`config.mk`:
```
export PLATFORM = sky130hd
export DESIGN_NAME = lsu_stage_flat
export DESIGN_NICKNAME = d
export VERILOG_FILES = /design/src/rtl/lsu_stage_if.sv /design/src/rtl/lsu_stage.sv /design/src/flat_wrapper.sv
export SDC_FILE = /design/constraint.sdc
export NUM_CORES = 1
export LEC_CHECK = 0
export ABC_AREA = 1
export CORE_MARGIN = 2
export CORE_UTILIZATION = 51
export DETAILED_ROUTE_END_ITERATION = 7
export DONT_BUFFER_PORTS = 1
export GPL_ROUTABILITY_DRIVEN = 0
export MAX_ROUTING_LAYER = met4
export PLACE_DENSITY = 0.62
export SYNTH_ARGS = -nofsm -noshare
export SYNTH_HDL_FRONTEND = slang
export SYNTH_SLANG_ARGS = --single-unit
```
`constraint.sdc`:
```
create_clock -name clk -period 1.95 [get_ports clk]
set_input_delay 0.39 -clock clk [delete_from_list [all_inputs] [get_ports clk]]
set_output_delay 0.39 -clock clk [all_outputs]
set_load 0.005 [all_outputs]
```
`src/rtl/lsu_stage_if.sv`:
```
// Memory bus between the load/store stage (master) and the data memory (slave).
// Request fields are held stable by the master until bus_ack.
interface lsu_stage_if;
    logic        bus_req;
    logic        bus_we;
    logic [31:0] bus_addr;
    logic [31:0] bus_wdata;
    logic [3:0]  bus_be;
    logic        bus_ack;
    logic [31:0] bus_rdata;

    modport master (
        output bus_req, bus_we, bus_addr, bus_wdata, bus_be,
        input  bus_ack, bus_rdata
    );

    modport slave (
        input  bus_req, bus_we, bus_addr, bus_wdata, bus_be,
        output bus_ack, bus_rdata
    );
endinterface

```
`src/rtl/lsu_stage.sv`:
```
// Load/store stage: passes ALU results through, runs one bus transaction per
// aligned memory op (IDLE/REQ), and produces a registered writeback pulse.
module lsu_stage (
    input  logic        clk,
    input  logic        rst,
    input  logic        valid_in,
    input  logic        mem_rd,
    input  logic        mem_wr,
    input  logic [2:0]  funct3,
    input  logic [31:0] exec_result,
    input  logic [31:0] store_data,
    input  logic [4:0]  rd_in,
    input  logic        reg_write_in,
    output logic        stall,
    lsu_stage_if.master bus,
    output logic        wb_valid,
    output logic        wb_reg_write,
    output logic [31:0] wb_data,
    output logic [4:0]  wb_rd,
    output logic        misaligned
);

    typedef enum logic {IDLE, REQ} state_t;

    typedef struct packed {
        logic [1:0] off;
        logic [1:0] size;
        logic       uns;
        logic       we;
        logic [4:0] rd;
        logic       rw;
    } lsu_req_t;

    state_t      state;
    lsu_req_t    lat;
    logic        is_mem, is_half, is_word, mis, start;
    logic [3:0]  be_n;
    logic [31:0] wdata_n;
    logic [31:0] sh;
    logic [31:0] ldata;

    assign is_mem  = mem_rd | mem_wr;
    assign is_half = (funct3[1:0] == 2'b01);
    assign is_word = funct3[1];
    assign mis     = (is_half & exec_result[0]) | (is_word & (|exec_result[1:0]));
    assign start   = (state == IDLE) && valid_in && is_mem && !mis;

    // Reset wins: no stall while rst is asserted, even mid-transaction.
    assign stall = !rst && (start || ((state == REQ) && !bus.bus_ack));

    for (genvar l = 0; l < 4; l++) begin : g_lane
        assign be_n[l] = is_word | (is_half ? (exec_result[1] == 1'(l / 2))
                                            : (exec_result[1:0] == 2'(l)));
        assign wdata_n[8*l +: 8] = is_word ? store_data[8*l +: 8] :
                                   is_half ? store_data[8*(l % 2) +: 8] :
                                             store_data[7:0];
    end

    // Shift the addressed lane down to bit 0, then extend by size/sign.
    always_comb begin
        sh = bus.bus_rdata >> {lat.off, 3'b000};
        case (lat.size)
            2'b00:   ldata = lat.uns ? {24'b0, sh[7:0]}  : {{24{sh[7]}}, sh[7:0]};
            2'b01:   ldata = lat.uns ? {16'b0, sh[15:0]} : {{16{sh[15]}}, sh[15:0]};
            default: ldata = bus.bus_rdata;
        endcase
    end

    always_ff @(posedge clk) begin
        if (rst) begin
            state         <= IDLE;
            lat           <= '0;
            bus.bus_req   <= 1'b0;
            bus.bus_we    <= 1'b0;
            bus.bus_addr  <= '0;
            bus.bus_wdata <= '0;
            bus.bus_be    <= '0;
            wb_valid      <= 1'b0;
            wb_reg_write  <= 1'b0;
            wb_data       <= '0;
            wb_rd         <= '0;
            misaligned    <= 1'b0;
        end else begin
            wb_valid   <= 1'b0;
            misaligned <= 1'b0;
            case (state)
                IDLE: begin
                    if (valid_in) begin
                        if (!is_mem) begin
                            wb_valid     <= 1'b1;
                            wb_data      <= exec_result;
                            wb_rd        <= rd_in;
                            wb_reg_write <= reg_write_in;
                        end else if (mis) begin
                            wb_valid     <= 1'b1;
                            misaligned   <= 1'b1;
                            wb_data      <= exec_result;
                            wb_rd        <= rd_in;
                            wb_reg_write <= 1'b0;
                        end else begin
                            state         <= REQ;
                            lat           <= '{off: exec_result[1:0], size: funct3[1:0],
                                               uns: funct3[2], we: mem_wr,
                                               rd: rd_in, rw: reg_write_in};
                            bus.bus_req   <= 1'b1;
                            bus.bus_we    <= mem_wr;
                            bus.bus_addr  <= {exec_result[31:2], 2'b00};
                            bus.bus_wdata <= wdata_n;
                            bus.bus_be    <= be_n;
                        end
                    end
                end
                REQ: begin
                    // Upstream still presents the accepted op here; it is not re-taken.
                    if (bus.bus_ack) begin
                        state        <= IDLE;
                        bus.bus_req  <= 1'b0;
                        bus.bus_we   <= 1'b0;
                        wb_valid     <= 1'b1;
                        wb_rd        <= lat.rd;
                        wb_reg_write <= !lat.we && lat.rw;
                        if (!lat.we) wb_data <= ldata;
                    end
                end
                default: state <= IDLE;
            endcase
        end
    end

endmodule

```
`src/flat_wrapper.sv`:
```
// flat-port wrapper written by rule: the top's interface ports become plain ports
module lsu_stage_flat 
  (clk, rst, valid_in, mem_rd, mem_wr, funct3, exec_result, store_data, rd_in, reg_write_in, stall, wb_valid, wb_reg_write, wb_data, wb_rd, misaligned, bus_bus_req, bus_bus_we, bus_bus_addr, bus_bus_wdata, bus_bus_be, bus_bus_ack, bus_bus_rdata);
  lsu_stage_if bus_i ();
  input  logic clk;
  input  logic rst;
  input  logic valid_in;
  input  logic mem_rd;
  input  logic mem_wr;
  input  logic [2:0] funct3;
  input  logic [31:0] exec_result;
  input  logic [31:0] store_data;
  input  logic [4:0] rd_in;
  input  logic reg_write_in;
  output logic stall;
  output logic wb_valid;
  output logic wb_reg_write;
  output logic [31:0] wb_data;
  output logic [4:0] wb_rd;
  output logic misaligned;
  output wire logic [$bits(bus_i.bus_req)-1:0] bus_bus_req;
  output wire logic [$bits(bus_i.bus_we)-1:0] bus_bus_we;
  output wire logic [$bits(bus_i.bus_addr)-1:0] bus_bus_addr;
  output wire logic [$bits(bus_i.bus_wdata)-1:0] bus_bus_wdata;
  output wire logic [$bits(bus_i.bus_be)-1:0] bus_bus_be;
  input wire logic [$bits(bus_i.bus_ack)-1:0] bus_bus_ack;
  input wire logic [$bits(bus_i.bus_rdata)-1:0] bus_bus_rdata;
  assign bus_bus_req = bus_i.bus_req;
  assign bus_bus_we = bus_i.bus_we;
  assign bus_bus_addr = bus_i.bus_addr;
  assign bus_bus_wdata = bus_i.bus_wdata;
  assign bus_bus_be = bus_i.bus_be;
  assign bus_i.bus_ack = bus_bus_ack;
  assign bus_i.bus_rdata = bus_bus_rdata;
  lsu_stage u_core (.clk(clk), .rst(rst), .valid_in(valid_in), .mem_rd(mem_rd), .mem_wr(mem_wr), .funct3(funct3), .exec_result(exec_result), .store_data(store_data), .rd_in(rd_in), .reg_write_in(reg_write_in), .stall(stall), .bus(bus_i), .wb_valid(wb_valid), .wb_reg_write(wb_reg_write), .wb_data(wb_data), .wb_rd(wb_rd), .misaligned(misaligned));
endmodule
```
==> flow_metrics.py, run 1 <==
metrics = {
    "floorplan": {
        "dieArea_um2": 11910,
        "initial_core_util": 0.5221,
        "num_rows": 38,
        "io_pins": 222,
        "coreArea_um2": 10790,
        "fp.dieH_um": 109.1,
        "die_w_um": 109.1,
    },
    "synth": {
        "synth-seq-cells": 121,
        "synth.distinct_cells": 27,
        "syn_inst": 823,
        "ys_seq_area_frac": 0.4298,
        "netlist_area_um2": 5635,
        "avgSynthCellArea_um2": 6.847,
        "yosys_warnings": 0,
    },
    "routing": {
        "detail_route.vias_per_cell": 5.587,
        "drt_iter0_drc": 590,
        "routed_wl_um": 16700,
        "drtPass1Iterations": 5,
        "drtAntennaViolNets": 0,
        "num_vias": 5375,
        "wire_per_inst_um": 17.36,
        "drc": 0,
    },
    "critical_path": {
        "crit_required_ns": 1.56,
        "cp.arrival_ns": 1.45,
        "cp-start-kind": "flip-flop",
        "critPathCaptureType": "primary output",
        "path_max_fanout": 4,
        "r2r_cells": 8,
        "path_class": "flip-flop to primary output",
    },
    "global_routing": {
        "grt_max_degree": 54,
        "antenna_found_initial": 1,
        "grt_pass1_vias": 4964,
        "grt_overflow": 0,
        "track_usage": 0.2868,
        "grt_pass1_wl_um": 25550,
    },
    "min_path": {
        "min_delay_path_depth": 2,
        "min_path_type": "input port to flip-flop",
    },
    "final_layout": {
        "final_common_cell": "nand2_1",
        "final_util": 0.5907,
        "nets": 920,
        "drive_gt1_frac": 0.09135,
        "layout_common_cells": "nand2_1, dfxtp_1, nor2_1, a21oi_1, o21ai_0",
        "fin_area_um2": 6375,
        "area_delta_synth_final_pct": 13.12,
    },
    "run_status": {
        "status": "complete, no violations",
    },
    "clock_network": {
        "clk_path_buf_depth": 2,
        "htreeDepth": 4,
        "cts_root_buf": "clkbuf_8",
        "cts_made_buffers": 17,
        "clock-sinks": 121,
        "cts_tree": "built",
        "clk_latency_ns": 0.52,
        "path_clk_slew_ns": 0.06,
    },
    "power_and_ir_drop": {
        "power_density_nw_per_um2": 1049,
        "ir_worst_vdd_v": 0.0005671,
        "power_leakage_nw": 2.706,
        "power.total_w": 0.006689,
    },
    "timing": {
        "timing.fmax_mhz": 542.6,
        "rsz0062_at_grt": "false",
        "hold_viol": 0,
        "slew_headroom": 0.4016,
        "setup-tns-final_ns": 0,
        "slew_viol_final": 0,
        "skew_ns": 0.01207,
        "min_period_over_period": 0.9452,
        "setup_violations": 0,
        "fin_crit_ns": 1.843,
        "worst_slew_pin_slew_ns": 0.8916,
    },
    "placement": {
        "place_area_um2": 5737,
        "portBuffers": 0,
        "place_hpwl_um": 11990,
    },
    "job": {
        "drv_cap": 0,
    },
}
==> registers in the layout, summed over array words and instances (netlist names) <==
name and cells:
u_core.bus.bus_we 1, u_core.misaligned 1, u_core.wb_data 32, u_core.wb_valid 1, u_core.bus.bus_addr 30, u_core.bus.bus_wdata 32, u_core.lat 12, u_core.bus.bus_be 4
u_core.wb_rd 5, u_core.state 1, u_core.wb_reg_write 1, u_core.bus.bus_req 1
==> path summary, 6_finish.rpt <==
| check | start | to | slack (ns) |
|---|---|---|---|
| hold reg to reg | u_core.wb_data[13] | u_core.wb_data[13] | 0.48 |
| setup reg to reg | u_core.lat[11] | u_core.wb_data[21] | 0.22 |
| setup / recovery | u_core.state | stall | 0.11 |
| hold / removal | exec_result[22] | u_core.bus.bus_addr[22] | 0.03 |
==> what timing repair did <==
item | CTS | global route
hold endpoints to repair | 41 | 0
setup endpoints to repair | 1 | 6
setup buffers | 2 | 0
hold buffers | 1 | 0
gates resized for setup | 5 | 5
cloned | 0 | 0
pin swaps | 3 | 2
==> cells by family after synthesis <==
family	after synthesis	share of synthesized area
and+or+nand+nor	361	0.2667
AOI/OAI and AO/OA	221	0.2071
DFF	121	0.4298
buffers and inverters	114	0.08681
muxes	5	0.008881
other	1	0.0006654
==> per-layer routing <==
metal / GRT usage / vias to the layer above / wire (um)
met3: 0.1034 / 20 / 1931
met5: - / - / 0
met2: 0.4126 / 279 / 7330
met1: 0.3740 / 2392 / 7173
met4: 0.09158 / 0 / 261
li1: - / 2684 / -
==> report_power, final <==
group / total (W) / internal (W) / leakage (nW) / switching (W)
Sequential: 0.00285 / 0.00268 / 0.995 / 0.000167
Clock: 0.00300 / 0.00182 / 0.271 / 0.00118
Combinational: 0.000840 / 0.000298 / 1.44 / 0.000542
==> critical path, cell delays in order (launching register included) <==
cell     delay (ns)
dfxtp_2        0.33
inv_2          0.08
nand2_2        0.08
nor2_4         0.12
nand2_4        0.07
inv_4          0.08
nor2_1         0.06
nor2_2         0.12
==> stage by stage <==
step                      std cells  hold WS, ns  setup WS, ns
after floorplan                 824       0.4448        0.2885
after global placement          927       0.4650        0.2260
after detailed placement        927       0.4677        0.1619
after CTS                       961     0.007468       0.01527
after global routing            962      0.01318       0.01043
final                           962      0.03218        0.1069
==> synthesized netlist by cell type <==
master     number  share of area
o21ai_0        81          0.072
inv_1          50          0.033
o21ai_1        11         0.0098
nor2_8          1         0.0036
o21a_1          1         0.0013
a31oi_1        26          0.029
nor2_4          4         0.0080
nor2_1         98          0.065
conb_1          1        0.00067
buf_1           1        0.00067
a21oi_1        92          0.082
clkbuf_1       27          0.018
a211oi_1        2         0.0027
dfxtp_1       121           0.43
o211ai_1        7         0.0093
nand2_4         2         0.0040
inv_2           4         0.0027
o2111ai_1       1         0.0016
buf_2          23          0.020
nor3_1          8         0.0071
inv_4           1         0.0011
nand2_1       196           0.13
nand3_1        49          0.044
nand3_2         2         0.0036
buf_4           8          0.011
mux2i_1         5         0.0089
nor4_1          1         0.0011
==> final cells by class <==
type | instances | area [um2]
repair buffers | 25 | 250.2
diodes | 1 | 2.502
well taps | 140 | 175.2
fillers | 1022 | 4418
clock inverters | 14 | 150.1
clock buffers | 17 | 414.1
flip-flops and latches | 121 | 2424
multi-input cells | 589 | 2748
inverters | 55 | 211.5
No activity file was read; power rests on OpenSTA's default activity.
==> run 2, diff against run 1 <==
ABC_AREA = unset   (was 1)
==> run 2 against run 1 <==
  * Final area increased by 7.6%
  * Via count decreased by 3.7%
  * Critical path depth decreased by 3
  * Count of clock-buffer cells in the layout increased by 2
  * Register-to-register slack got worse by 0.20 ns
  * Routed wire length increased by 3.0%
  * Fmax decreased by 4.3%
  * Largest cell class unchanged
  * Setup slack got worse by 0.083 ns
  * Utilization increased by 7.1 points
  * Die area decreased by 2.5%
  * Highest routed layer unchanged
  * Flip-flop and latch count unchanged
  * First-iteration DRC count decreased by 41%
==> flow_metrics.py, run 2 <==
metrics = {
    "final_layout": {
        "seq_area_um2": 2424,
        "multiInputGateArea_um2": 2806,
        "nets": 816,
        "fillers": 887,
        "n_antenna_cell": 0,
        "layout_common_cells": "nand2_1, dfxtp_1, a21oi_1, dlygate4sd3_1, a211oi_1",
        "drive_gt1_frac": 0.1072,
        "reg.largest.list": "u_core.bus.bus_wdata (32), u_core.wb_data (32), u_core.bus.bus_addr (30)",
        "area_delta_synth_final_pct": 24.91,
        "final_common_cell": "nand2_1",
        "layout.cells.non_filler": 854,
    },
    "floorplan": {
        "initial_core_util": 0.5294,
        "die_w_um": 107.8,
        "num_rows": 37,
        "dieArea_um2": 11610,
        "fp.dieH_um": 107.8,
        "coreArea_um2": 10370,
        "io_pins": 222,
    },
    "power_and_ir_drop": {
        "power_leakage_nw": 2.492,
        "power_density_nw_per_um2": 991.8,
        "ir_worst_vdd_v": 0.0006302,
        "power.share.switching": 0.2483,
        "pwr-share-comb": 0.116,
        "power_frac_seq": 0.410,
        "switchingPower_w": 0.001689,
        "p_clk_frac": 0.474,
        "power.total_w": 0.006802,
        "p_int_w": 0.005113,
    },
    "routing": {
        "drtPass1Iterations": 8,
        "num_vias": 5175,
        "drt_iter0_drc": 350,
        "drtAntennaViolNets": 0,
        "detail_route.vias_per_cell": 6.060,
        "wire_per_inst_um": 20.13,
        "drc": 0,
        "routed_wl_um": 17190,
    },
    "critical_path": {
        "critPathCaptureType": "flip-flop",
        "critPathSlowestCell": "mux4_2",
        "cp-start-kind": "flip-flop",
        "worstPathCellList": "mux4_2 > a21oi_4 > o221ai_1 > a32o_1",
        "critPathMaxStageDelay_ns": 0.58,
        "path_max_fanout": 8,
        "crit_required_ns": 2.36,
        "cp.arrival_ns": 2.34,
        "path_class": "flip-flop to flip-flop",
    },
    "clock_network": {
        "clock-sinks": 121,
        "clk_path_buf_depth": 2,
        "htreeDepth": 4,
        "cts_root_buf": "clkbuf_8",
        "clk_latency_ns": 0.52,
        "cts_tree": "built",
        "cts_made_buffers": 17,
        "path_clk_slew_ns": 0.06,
    },
    "global_routing": {
        "antenna_found_initial": 0,
        "grt_pass1_vias": 4986,
        "grt_pass1_wl_um": 25270,
        "track_usage": 0.2887,
        "grt_max_degree": 86,
        "grt_overflow": 0,
    },
    "job": {
        "drv_cap": 0,
    },
    "timing": {
        "hold_viol": 0,
        "min_period_over_period": 0.9879,
        "setup_violations": 0,
        "timing.fmax_mhz": 519.1,
        "fin_crit_ns": 1.926,
        "worst_slew_pin_slew_ns": 0.7656,
        "slew_headroom": 0.4896,
        "hold_slack_ns": 0.004877,
        "skew_ns": 0.007960,
        "slew_viol_final": 0,
    },
    "synth": {
        "avgSynthCellArea_um2": 8.207,
        "synth-main-ff-cell": "dfxtp_1",
        "yosys.area.top_type": "dfxtp_1",
        "yosys_warnings": 0,
        "synth_top_area_share": 0.4412,
        "synth_edf_count": 0,
        "postSynth.asyncResetShare": 0,
        "syn_inst": 669,
        "synthMostInstantiatedCell": "nand2_1",
        "netlist_area_um2": 5490,
        "synth.area.top_cells": "dfxtp_1, nand2_1, a21oi_1",
        "ys_seq_area_frac": 0.4412,
        "synth_commonest_cells": "nand2_1, dfxtp_1, a21oi_1, clkbuf_1, a211oi_1",
        "synth-seq-cells": 121,
        "synth.distinct_cells": 43,
    },
    "min_path": {
        "min_path_type": "input port to flip-flop",
    },
    "placement": {
        "place_hpwl_um": 11070,
        "portBuffers": 0,
        "dp.cells": 763,
    },
    "run_status": {
        "status": "complete, no violations",
    },
}
==> run 2: power by group through the flow <==
stage	combinational, W	sequential [W]	clock [W]
floorplan	0.000553	0.00279	0
global placement	0.000606	0.00284	0
detailed placement	0.000621	0.00284	0
CTS	0.000744	0.00279	0.00327
global route	0.000869	0.00280	0.00337
finish	0.000788	0.00279	0.00323
==> run 2: path summary, 6_finish.rpt <==
check	to	start	slack, ns	depth (start not counted)
worst max-delay path	u_core.wb_data[15]	u_core.lat[11]	0.02	4
worst max register to register	u_core.wb_data[15]	u_core.lat[11]	0.02	4
worst min-delay path	u_core.lat[0]	reg_write_in	0.005	2
worst min register to register	u_core.lat[0]	u_core.lat[0]	0.46	2
==> run 2: critical path: cells and delay by family, from the launching register on <==
| kind | cells | cell delay [ns] |
|---|---|---|
| flip-flops | 1 | 0.41 |
| multiplexers | 1 | 0.58 |
| AO/OA/AOI/OAI | 3 | 0.83 |
==> run 2: area by class of cell <==
| cell class | instances | area share |
|---|---|---|
| clock inverter | 13 | 0.02573 |
| inverter | 10 | 0.005473 |
| timing repair buffer | 77 | 0.1184 |
| clock buffer | 19 | 0.06294 |
| tap | 136 | 0.02481 |
| sequential | 121 | 0.3534 |
| multi-input combinational | 478 | 0.4092 |
==> run 2: logic make-up after synthesis <==
logic type      count (synthesis)  share of synthesized area
other cells                     1                  0.0006830
buf+inv                        71                    0.05720
compound gates                204                     0.2541
simple gates                  249                     0.2024
mux                            23                    0.04444
flops                         121                     0.4412
==> run 2: what timing repair did <==
item | CTS | global route
hold endpoints to repair | 113 | 4
pin swaps | 1 | 4
hold buffers | 56 | 1
setup endpoints to repair | 1 | 41
cloned | 0 | 2
resized for setup | 3 | 18
setup buffers | 0 | 5
==> run 2: metrics by stage <==
step	instance area, um2	setup WS (ns)	TNS, ns	util
2_1_floorplan	5494	0.02985	0	-
5_1_grt	6858	-0.02094	-0.09838	0.6613
6_report	6858	0.02350	0	0.6613
4_1_cts	6769	0.01392	0	0.6528
3_3_place_gp	5572	0.08725	0	0.5373
3_5_place_dp	5572	0.06467	0	0.5373
==> run 2: metal layers <==
layer	track usage	vias up	part of all wire	routed length, um
li1	-	2442	-	-
met1	0.3342	2454	0.40	6890
met2	0.4618	242	0.47	8112
met3	0.09867	37	0.10	1721
met4	0.1126	0	0.027	468
met5	-	-	0	0
==> run 3, diff against run 2 <==
PLACE_DENSITY = 0.65   (was 0.62)
clock period = 1.75 ns   (was 1.95 ns; I/O delays follow)
==> run 3 against run 2 <==
  * Setup slack gained 0.022 ns
  * The run now ends with negative hold slack left
  * Critical path depth grew 1
  * Routed wire length shrank 4.2%
  * Via count shrank 3.8%
==> flow_metrics.py, run 3 (synthesis results as in run 2) <==
metrics = {
    "global_routing": {
        "grt_max_degree": 117,
        "grt_pass1_wl_um": 25090,
        "grt_pass1_vias": 4869,
        "grt_overflow": 0,
        "track_usage": 0.2880,
        "antenna_found_initial": 0,
    },
    "power_and_ir_drop": {
        "power.share.switching": 0.2451,
        "p_int_w": 0.005498,
        "power_density_nw_per_um2": 1158,
        "ir_worst_vdd_v": 0.0005612,
        "switchingPower_w": 0.001785,
        "p_clk_frac": 0.472,
        "power_frac_seq": 0.427,
        "power_leakage_nw": 2.199,
        "pwr-share-comb": 0.102,
        "power.total_w": 0.007283,
    },
    "critical_path": {
        "path_max_fanout": 8,
        "cp-endpoint": "u_core.wb_data[12]",
        "reg2reg_setup_slack_ns": 0.05,
        "r2r_start": "u_core.lat[11]",
        "crit_required_ns": 2.16,
        "r2r_end": "u_core.wb_data[12]",
        "crit_start": "u_core.lat[11]",
        "cp-start-kind": "flip-flop",
        "r2r_cells": 5,
        "critPathCaptureType": "flip-flop",
        "path_class": "flip-flop to flip-flop",
        "cp.arrival_ns": 2.11,
    },
    "floorplan": {
        "io_pins": 222,
        "dieArea_um2": 11610,
        "die_w_um": 107.8,
        "initial_core_util": 0.5294,
        "coreArea_um2": 10370,
        "fp.dieH_um": 107.8,
        "num_rows": 37,
    },
    "routing": {
        "detail_route.vias_per_cell": 6.208,
        "drt_iter0_drc": 401,
        "num_vias": 4979,
        "drtAntennaViolNets": 0,
        "routed_wl_um": 16470,
        "drc": 0,
        "drtPass1Iterations": 5,
        "wire_per_inst_um": 20.53,
    },
    "final_layout": {
        "reg.largest.list": "u_core.bus.bus_wdata (32), u_core.wb_data (32), u_core.bus.bus_addr (30)",
        "area_delta_synth_final_pct": 14.59,
        "final_common_cell": "nand2_1",
        "layout_common_cells": "nand2_1, dfxtp_1, a21oi_1, a211oi_1, nand2b_1",
        "n_antenna_cell": 0,
        "drive_gt1_frac": 0.1111,
        "nets": 765,
    },
    "placement": {
        "dp_slack_ns": -0.1606,
        "portBuffers": 0,
        "place_hpwl_um": 11740,
    },
    "timing": {
        "worst_slew_pin_slew_ns": 0.7682,
        "fin_crit_ns": 1.705,
        "timing.fmax_mhz": 586.6,
        "hold_slack_ns": -0.09826,
        "skew_ns": 0.006425,
        "slew_viol_final": 0,
        "setup_ws_ns": 0.04524,
        "hold_viol": 111,
        "slew_headroom": 0.4879,
        "setup_violations": 0,
        "min_period_over_period": 0.9741,
    },
    "clock_network": {
        "htreeDepth": 4,
        "hold_buffers": 2,
        "cts_root_buf": "clkbuf_8",
        "clk_path_buf_depth": 2,
        "cts_made_buffers": 17,
        "cts_tree": "built",
        "clk_latency_ns": 0.52,
        "clock-sinks": 121,
        "path_clk_slew_ns": 0.06,
    },
    "min_path": {
        "min_path_type": "input port to flip-flop",
    },
    "run_status": {
        "status": "finished with violations",
        "failed_checks": "negative hold slack",
    },
    "job": {
        "drv_cap": 0,
    },
}
[run 3: changes by cell type in the layout (fill, tap and decap cells not counted), sizes merged]
| cell | delta |
|---|---|
| buf | -1 |
| clkinv | -1 |
| clkinvlp | -2 |
| clkbuf | +2 |
| bufinv | -1 |
| dlygate4sd3 | -49 |
[run 3: worst min-delay path by stage]
stage | start | endpoint | cells past startpoint
6_report | rst | u_core.bus.bus_addr[23] | 1
5_1_grt | rst | u_core.bus.bus_addr[24] | 1
4_1_cts | rst | u_core.bus.bus_addr[23] | 1
3_5_place_dp | rst | u_core.bus.bus_addr[29] | 1
3_3_place_gp | rst | u_core.bus.bus_addr[23] | 1
2_1_floorplan | u_core.lat[1] | u_core.lat[1] | 2
[run 3: area by class of cell]
cell class / count / area (um2)
Clock buffer: 22 / 452.9
Clock inverter: 9 / 122.6
Fill cell: 951 / 4079
Inverter: 10 / 37.54
Multi-Input combinational cell: 478 / 2824
Sequential cell: 121 / 2430
Tap cell: 136 / 170.2
Timing Repair Buffer: 26 / 254.0
[run 3: power groups by stage]
stage	registers (W)	clock network (W)	logic (W)
2_1_floorplan	0.00311	0	0.000618
6_report	0.00311	0.00343	0.000742
3_5_place_dp	0.00316	0	0.000715
4_1_cts	0.00311	0.00348	0.000727
5_1_grt	0.00312	0.00363	0.000822
3_3_place_gp	0.00316	0	0.000691
[run 3: per-layer routing]
| layer | up-vias | wire length (um) | GRT usage | part of all wire |
|---|---|---|---|---|
| met1 | 2342 | 6109 | 0.3183 | 0.37 |
| met4 | 0 | 451 | 0.1300 | 0.027 |
| met5 | - | 0 | - | 0 |
| li1 | 2334 | - | - | - |
| met2 | 271 | 8240 | 0.4730 | 0.50 |
| met3 | 32 | 1665 | 0.09443 | 0.10 |
[run 3: metrics by stage]
step                hold WS [ns]  cell area, um2  utilization  instances   TNS, ns
floorplan                 0.4360            5500            -        670         0
global placement          0.4283            5608       0.5408        767   -0.2032
detailed placement        0.4293            5608       0.5408        767    -1.168
CTS                      -0.1175            6241       0.6018        801   -0.1316
global route             -0.1281            6291       0.6067        802  -0.01566
finish                  -0.09826            6291       0.6067        802         0
[run 3: repair_timing]
item,in CTS,in global routing
pin swaps,1,2
resized for setup,9,7
endpoints found under the hold margin,113,111
setup endpoints to repair,31,10
setup buffers,1,1
[run 3: critical path, cell delays in order, from the launching register on]
cell      delay (ns)
dfxtp_4         0.36
mux4_2          0.55
a21oi_4         0.18
buf_12          0.14
o221ai_1        0.11
a32o_1          0.26
